$ cat config.mk
export PLATFORM = sky130hd
export DESIGN_NAME = key_step_conditioner
export DESIGN_NICKNAME = d
export VERILOG_FILES = /design/src/rtl/key_step_conditioner_pkg.sv /design/src/rtl/key_step_conditioner_sync2.sv /design/src/rtl/key_step_conditioner.sv
export SDC_FILE = /design/constraint.sdc
export NUM_CORES = 1
export LEC_CHECK = 0
export CAP_MARGIN = 20
export CORE_MARGIN = 5
export CORE_UTILIZATION = 45
export CTS_BUF_LIST = sky130_fd_sc_hd__clkbuf_8
export CTS_CLUSTER_SIZE = 20
export DETAILED_ROUTE_END_ITERATION = 8
export PLACE_DENSITY = 0.63
export SYNTH_ARGS = -nofsm -noshare
export SYNTH_HDL_FRONTEND = slang
export SYNTH_HIERARCHICAL = 1
export SYNTH_SLANG_ARGS = --single-unit
$ cat constraint.sdc
create_clock -name clk -period 2.6 [get_ports clk]
set_clock_uncertainty 0.05 [all_clocks]
set_input_delay 0.52 -clock clk [delete_from_list [all_inputs] [get_ports clk]]
set_output_delay 0.52 -clock clk [all_outputs]
set_load 0.02 [all_outputs]
$ cat src/rtl/key_step_conditioner_pkg.sv
// Shared constants for the key step conditioner: parameter defaults and
// synchronizer reset levels (key idles released-high, data idles low).
package key_step_conditioner_pkg;

    localparam int DEBOUNCE_DEFAULT   = 500000;
    localparam int CNT_W_DEFAULT      = 20;
    localparam int STEP_CNT_W_DEFAULT = 8;

    localparam logic KEY_SYNC_RST = 1'b1;
    localparam logic W_SYNC_RST   = 1'b0;

endpackage

$ cat src/rtl/key_step_conditioner_sync2.sv
// Two-flop synchronizer with a synchronous reset to a parameterised level,
// used to bring the asynchronous key and data switch into the clk domain.
module key_step_conditioner_sync2
    import key_step_conditioner_pkg::*;
#(
    parameter logic RESET_VAL = W_SYNC_RST
) (
    input  logic clk,
    input  logic reset,
    input  logic d_i,
    output logic q_o
);

    logic meta_q;
    logic sync_q;

    // NOTE: sequential state uses non-blocking assignments so both stages
    // sample their inputs from before the edge, giving a true 2-stage delay.
    always_ff @(posedge clk) begin
        if (reset) begin
            meta_q <= RESET_VAL;
            sync_q <= RESET_VAL;
        end else begin
            meta_q <= d_i;
            sync_q <= meta_q;
        end
    end

    assign q_o = sync_q;

endmodule

$ cat src/rtl/key_step_conditioner.sv
// Debounces a bouncing active-low key into a one-cycle step strobe, captures
// the synchronised data bit on each accepted press and counts the presses.
module key_step_conditioner
    import key_step_conditioner_pkg::*;
#(
    parameter int DEBOUNCE_CYCLES = DEBOUNCE_DEFAULT,
    parameter int CNT_W           = CNT_W_DEFAULT,
    parameter int STEP_CNT_W      = STEP_CNT_W_DEFAULT
) (
    input  logic                  clk,
    input  logic                  reset,
    input  logic                  key_n,
    input  logic                  w_raw,
    output logic                  step,
    output logic                  w,
    output logic                  key_level,
    output logic [STEP_CNT_W-1:0] step_count
);

    localparam logic [CNT_W-1:0] CNT_LAST = CNT_W'(DEBOUNCE_CYCLES - 1);

    logic key_s;
    logic w_s;

    key_step_conditioner_sync2 #(.RESET_VAL(KEY_SYNC_RST)) u_key_sync (
        .clk   (clk),
        .reset (reset),
        .d_i   (key_n),
        .q_o   (key_s)
    );

    key_step_conditioner_sync2 #(.RESET_VAL(W_SYNC_RST)) u_w_sync (
        .clk   (clk),
        .reset (reset),
        .d_i   (w_raw),
        .q_o   (w_s)
    );

    logic                  key_db_q,     key_db_d;
    logic [CNT_W-1:0]      cnt_q,        cnt_d;
    logic                  step_q,       step_d;
    logic                  w_q,          w_d;
    logic [STEP_CNT_W-1:0] step_count_q, step_count_d;
    logic                  accept;
    logic                  press_accept;

    // NOTE: every signal gets a default before the if/else so no path leaves
    // it unassigned, which would otherwise infer a latch.
    always_comb begin
        key_db_d     = key_db_q;
        cnt_d        = '0;
        accept       = 1'b0;
        press_accept = 1'b0;
        w_d          = w_q;
        step_count_d = step_count_q;

        if (key_s != key_db_q) begin
            if (cnt_q == CNT_LAST) begin
                accept   = 1'b1;
                key_db_d = key_s;
            end else begin
                cnt_d = cnt_q + CNT_W'(1);
            end
        end

        // Only the released-to-pressed transition (raw level going low) steps.
        press_accept = accept && !key_s;
        step_d       = press_accept;
        if (press_accept) begin
            w_d          = w_s;
            step_count_d = step_count_q + STEP_CNT_W'(1);
        end
    end

    always_ff @(posedge clk) begin
        if (reset) begin
            key_db_q     <= KEY_SYNC_RST;
            cnt_q        <= '0;
            step_q       <= 1'b0;
            w_q          <= 1'b0;
            step_count_q <= '0;
        end else begin
            key_db_q     <= key_db_d;
            cnt_q        <= cnt_d;
            step_q       <= step_d;
            w_q          <= w_d;
            step_count_q <= step_count_d;
        end
    end

    assign step       = step_q;
    assign w          = w_q;
    assign key_level  = ~key_db_q;
    assign step_count = step_count_q;

endmodule

Word level (Yosys, flattened, before mapping)
Index checks and enable logic that the tools add are counted.
Storage, ports and cells
  bits in registers: 35
  output and inout port bits: 11
  word-level logic and storage cells: 21
Cells by class
  add/subtract/negate cells: 2
  equal/unequal tests: 2
  multiplexer cells: 2
  bitwise logic cells: 2
  reduce and logical (&&, ||, !) cells: 4
Operators with widths (count)
  adder 20 x 1 -> 20 bit, second input constant: 1
  equality test 20 x 19 -> 1 bit, second input constant: 1
  adder 8 x 1 -> 8 bit, second input constant: 1
  OR reduction 3 bit: 1
  two-way mux 1 bit: 2
  inverter 1 bit: 2
  AND reduction 2 bit: 1
  logical AND 1 bit: 1
  zero test 1 bit: 1
  != test 1 bit: 1

Logic depth before layout (Yosys ltp)
  depth after elaboration: 4
  gate-level depth with buffers: 6
  mapped depth without buffers: 5

Modules after synthesis
Netlist, hierarchy kept.
Modules (own cells, without submodules)
  key_step_conditioner: instances 1, cells an instance 171, area each 1472.7 um2
  key_step_conditioner_sync2: instances 2, cells an instance 4, area each 52.6 um2

Least setup slack after synthesis
No wires, ideal clock.
  kind: register -> register
  start: reg cnt_q[7]
  end: reg step_count_q[4] (netlist: step_count[4])
  library setup time: 0.071 ns
  data arrival time: 1.815 ns
  data required time: 2.479 ns
  slack: 0.664 ns
  cell stages (with the launch flop): 6
  path buffers: 1
  period minus slack after synthesis: 1.936 ns
  path through: dfxtp_1 > buf_6 > or4b_1 > or4_4 > or3_1 > a21oi_1
On the way
  longest elaborated chain between the ends: 4
RTL lines
  start: declaration: line key_step_conditioner.sv:40  | logic [CNT_W-1:0] cnt_q, cnt_d;
  start signal: assignment: line key_step_conditioner.sv:84  | cnt_q <= cnt_d;
  equality test 20 x 19 -> 1 bit: line key_step_conditioner.sv:58  | if (cnt_q == CNT_LAST) begin
  two-way mux 1 bit: line key_step_conditioner.sv:58
  two-way mux 1 bit: line key_step_conditioner.sv:57  | if (key_s != key_db_q) begin
  logical AND 1 bit: line key_step_conditioner.sv:67  | press_accept = accept && !key_s;
  end signal: assignment: line key_step_conditioner.sv:87  | step_count_q <= step_count_d;
  end: declaration: line key_step_conditioner.sv:43  | logic [STEP_CNT_W-1:0] step_count_q, step_count_d;
Every way passes these cells.
A chain may end at the register's enable or synchronous reset.

Final worst setup path
  start: reg cnt_q[14]
  end: reg step_count_q[3] (netlist: step_count[3])
The elaborated chain is that of the path after synthesis.

==> impl_metrics.ini <==
[run_status]
outcome = complete, no violations

[clocking]
clk_transition_reported_paths_ns = 0.07
ctsResizeCount = 0
tritoncts = done
clk_path_buf_depth = 2
worstSkewPairLatency_ns = 0.28
cts_buffers = 5
ctsHoldBuffers = 0
postCtsSetupRepairBufs = 0
cts_root_buffer = sky130_fd_sc_hd__clkbuf_8
clkSinkCount = 35
clock_tree.htree_level_count = 2

[timing]
final.hold.worst_slack_ns = 0.3563
post-route-min-period_ns = 2.156
max-slew-margin-rel_pct = 61.14
setup_total_negative_slack_ns = 0
grt_setup_unrepaired = false
finalHoldViolations = 0
setup_viol = 0
max_freq_ghz = 0.4638
worstMarginPinSlew_ns = 0.5776
final_max_slew_viol_count = 0
final.period_utilization_pct = 82.93

[synth]
synth_seq_area_share_pct = 44.41
synth_enable_flop_cells = 0
yosys_warn_count = 6
mappedNetlistNets = 185
synthDistinctLibCells = 32
avgSynthCellArea_sq_um = 8.814
synth_ff_type = sky130_fd_sc_hd__dfxtp_1
postSynth.asyncResetShare_pct = 0
synth_cells = 179
synth-seq-cells = 35
synth_area_sq_um = 1578

[layout]
antenna_cells_inserted = 0
fill_cell_instance_count_of_the_final_layout = 345
areaGrowthSynthToFinish_pct = 18.87
proportion_of_layout_cells_with_a_drive_suffix_above_1_pct = 6.633
finish.instance_area_sq_um = 1876
commonest_cells_after_routing_fill_and_taps_aside = sky130_fd_sc_hd__dfxtp_1 (35), sky130_fd_sc_hd__nor2_1 (20), sky130_fd_sc_hd__clkdlybuf4s50_1 (14)
mostFrequentLayoutCell = sky130_fd_sc_hd__dfxtp_1
nets = 201

[pwr]
cellPowerDensity_nw_per_um2 = 564.2
finalPower_w = 0.001058
static_leakage_power_nw = 0.5583
peakVddDrop_mv = 0.4307

[critical_path]
worstSetupStartpointType = register
critical_path_arrival_ns = 2.33
crit_path_cell_trace = nor4_1 -> nand4b_1 -> or4_1 -> a21oi_1
buffer_and_inverter_count_on_the_worst_path = 0
cpLargestDelayFamily = simple AND/OR/NAND/NOR gates
worst_reg2reg_setup_slack_ns = 0.44
largest_stage_delay_on_the_critical_path_ns = 0.57
required_ns = 2.77
setup.worst_path.end_class = register
timing.critical_path.fanout_max = 11
critPathSlowestCell = sky130_fd_sc_hd__or4_1
timing_worst_setup_path_type = register to register

[drt]
drc = 0
route.antenna.remaining_nets = 0
drt_wl_total_mm = 3.168
detailedRoute.firstIterationViolations = 99
route.detailed.wl_per_inst_microns = 13.09
via_count = 1355
viasPerCell = 5.599
drt_pre_antenna_iters = 4

[placed_design]
dp_hpwl_mm = 2.237
routabilityCongestion = 0.7826
place.port_buffers = 14
postPlaceCellArea_sq_um = 1758

[global_route]
grt-busiest-layer = met2
pin_count_of_the_biggest_net_entering_global_routing = 21
met2_usage_pct = 22.14
first_global_vias = 1247
groute.layer.met3.usage_pct = 3.768
gr-usage-all-layers_pct = 14.22
grtUsageMet1_pct = 17.48
grt_antenna_before_repair = 0
grt_first_pass_wirelength_mm = 5.526
gr-total-overflow = 0

[floorplanning]
start_util_pct = 46.91
core.rowCount = 21
die_w_microns = 69.21
die-height_microns = 69.21
io_pins = 15
fp.dieArea_sq_um = 4790
core_region_area_sq_um = 3363

[worst_hold_path]
hold_class = register to register

[run]
cap_viol_max_count = 0
-- cell families after synthesis --
family                     Yosys count  share of synthesized area [%]
AOI/OAI and AO/OA                   29                          10.94
xor gates and xnor gates            15                          8.326
adders and majority gates            2                          1.586
buffers and inverters               15                          4.203
DFF                                 35                          44.41
and+or+nand+nor                     83                          30.53
-- Yosys cell counts (3+ instances only) --
cell type                   n  area share [%]
sky130_fd_sc_hd__xnor2_1   10             5.6
sky130_fd_sc_hd__or3_1      5             2.0
sky130_fd_sc_hd__o31ai_1    7             3.3
sky130_fd_sc_hd__nor2b_1    3             1.2
sky130_fd_sc_hd__nand3_1    6             1.9
sky130_fd_sc_hd__and4_1     5             2.8
sky130_fd_sc_hd__clkbuf_1   5             1.2
sky130_fd_sc_hd__dfxtp_1   35              44
sky130_fd_sc_hd__nor4_1     3             1.2
sky130_fd_sc_hd__xor2_1     5             2.8
sky130_fd_sc_hd__o21ai_0    6             1.9
sky130_fd_sc_hd__inv_1      7             1.7
sky130_fd_sc_hd__nor3_1     3            0.95
sky130_fd_sc_hd__nand4_1   13             5.2
sky130_fd_sc_hd__or4_1      7             3.3
sky130_fd_sc_hd__nand2_1    8             1.9
sky130_fd_sc_hd__a21oi_1   13             4.1
sky130_fd_sc_hd__nor2_1    20             4.8
-- final cells by class --
cell class	instances	area, sq um	share of cell area, %
multi-input combinational	129	810.8	43.23
sequential	35	700.7	37.36
timing repair buffer	17	162.7	8.672
clock buffer	6	82.58	4.403
tap	46	57.56	3.069
clock inverter	2	35.03	1.868
inverter	7	26.28	1.401
-- worst paths after layout --
| path | startpoint | to | depth (start not counted) |
|---|---|---|---|
| max | cnt_q[14] | step_count[3] | 4 |
| min reg2reg | u_key_sync/meta_q | u_key_sync/q_o | 1 |
| min | u_key_sync/meta_q | u_key_sync/q_o | 1 |
| max reg2reg | cnt_q[14] | step_count[3] | 4 |
-- state kept, by name, indices dropped and copies added, names as in the netlist --
name,count
step,1
key_db_q,1
u_key_sync/q_o,1
u_w_sync/q_o,1
step_count,8
w,1
cnt_q,20
u_w_sync/meta_q,1
u_key_sync/meta_q,1
-- routing by layer --
metal	wire [microns]	vias up	share of wire [%]
met1	1529	643	48
li1	-	691	-
met5	0	-	0
met4	44	0	1.4
met3	98	5	3.1
met2	1495	16	47
-- stage by stage --
stage	utilization [%]	worst slack (ns)	cells
final	55.77	0.4438	242
after global routing	55.77	0.2761	242
after CTS	55.77	0.4554	242
after detailed placement	52.27	0.4768	234
after global placement	52.27	0.5261	234
after floorplan	-	0.6645	179
-- worst reg2reg max path, stage by stage, from the launching register on --
cell	delay, ns
sky130_fd_sc_hd__dfxtp_1	0.35
sky130_fd_sc_hd__nor4_1	0.56
sky130_fd_sc_hd__nand4b_1	0.42
sky130_fd_sc_hd__or4_1	0.57
sky130_fd_sc_hd__a21oi_1	0.15
-- power breakdown --
group,total [W],leakage (nW),switching [W],internal (W)
Clock,0.000501,0.0612,0.000191,0.000310
Combinational,0.0000160,0.214,0.00000802,0.00000803
Sequential,0.000541,0.283,0.00000157,0.000539
Power figures use the tool's default switching activity.
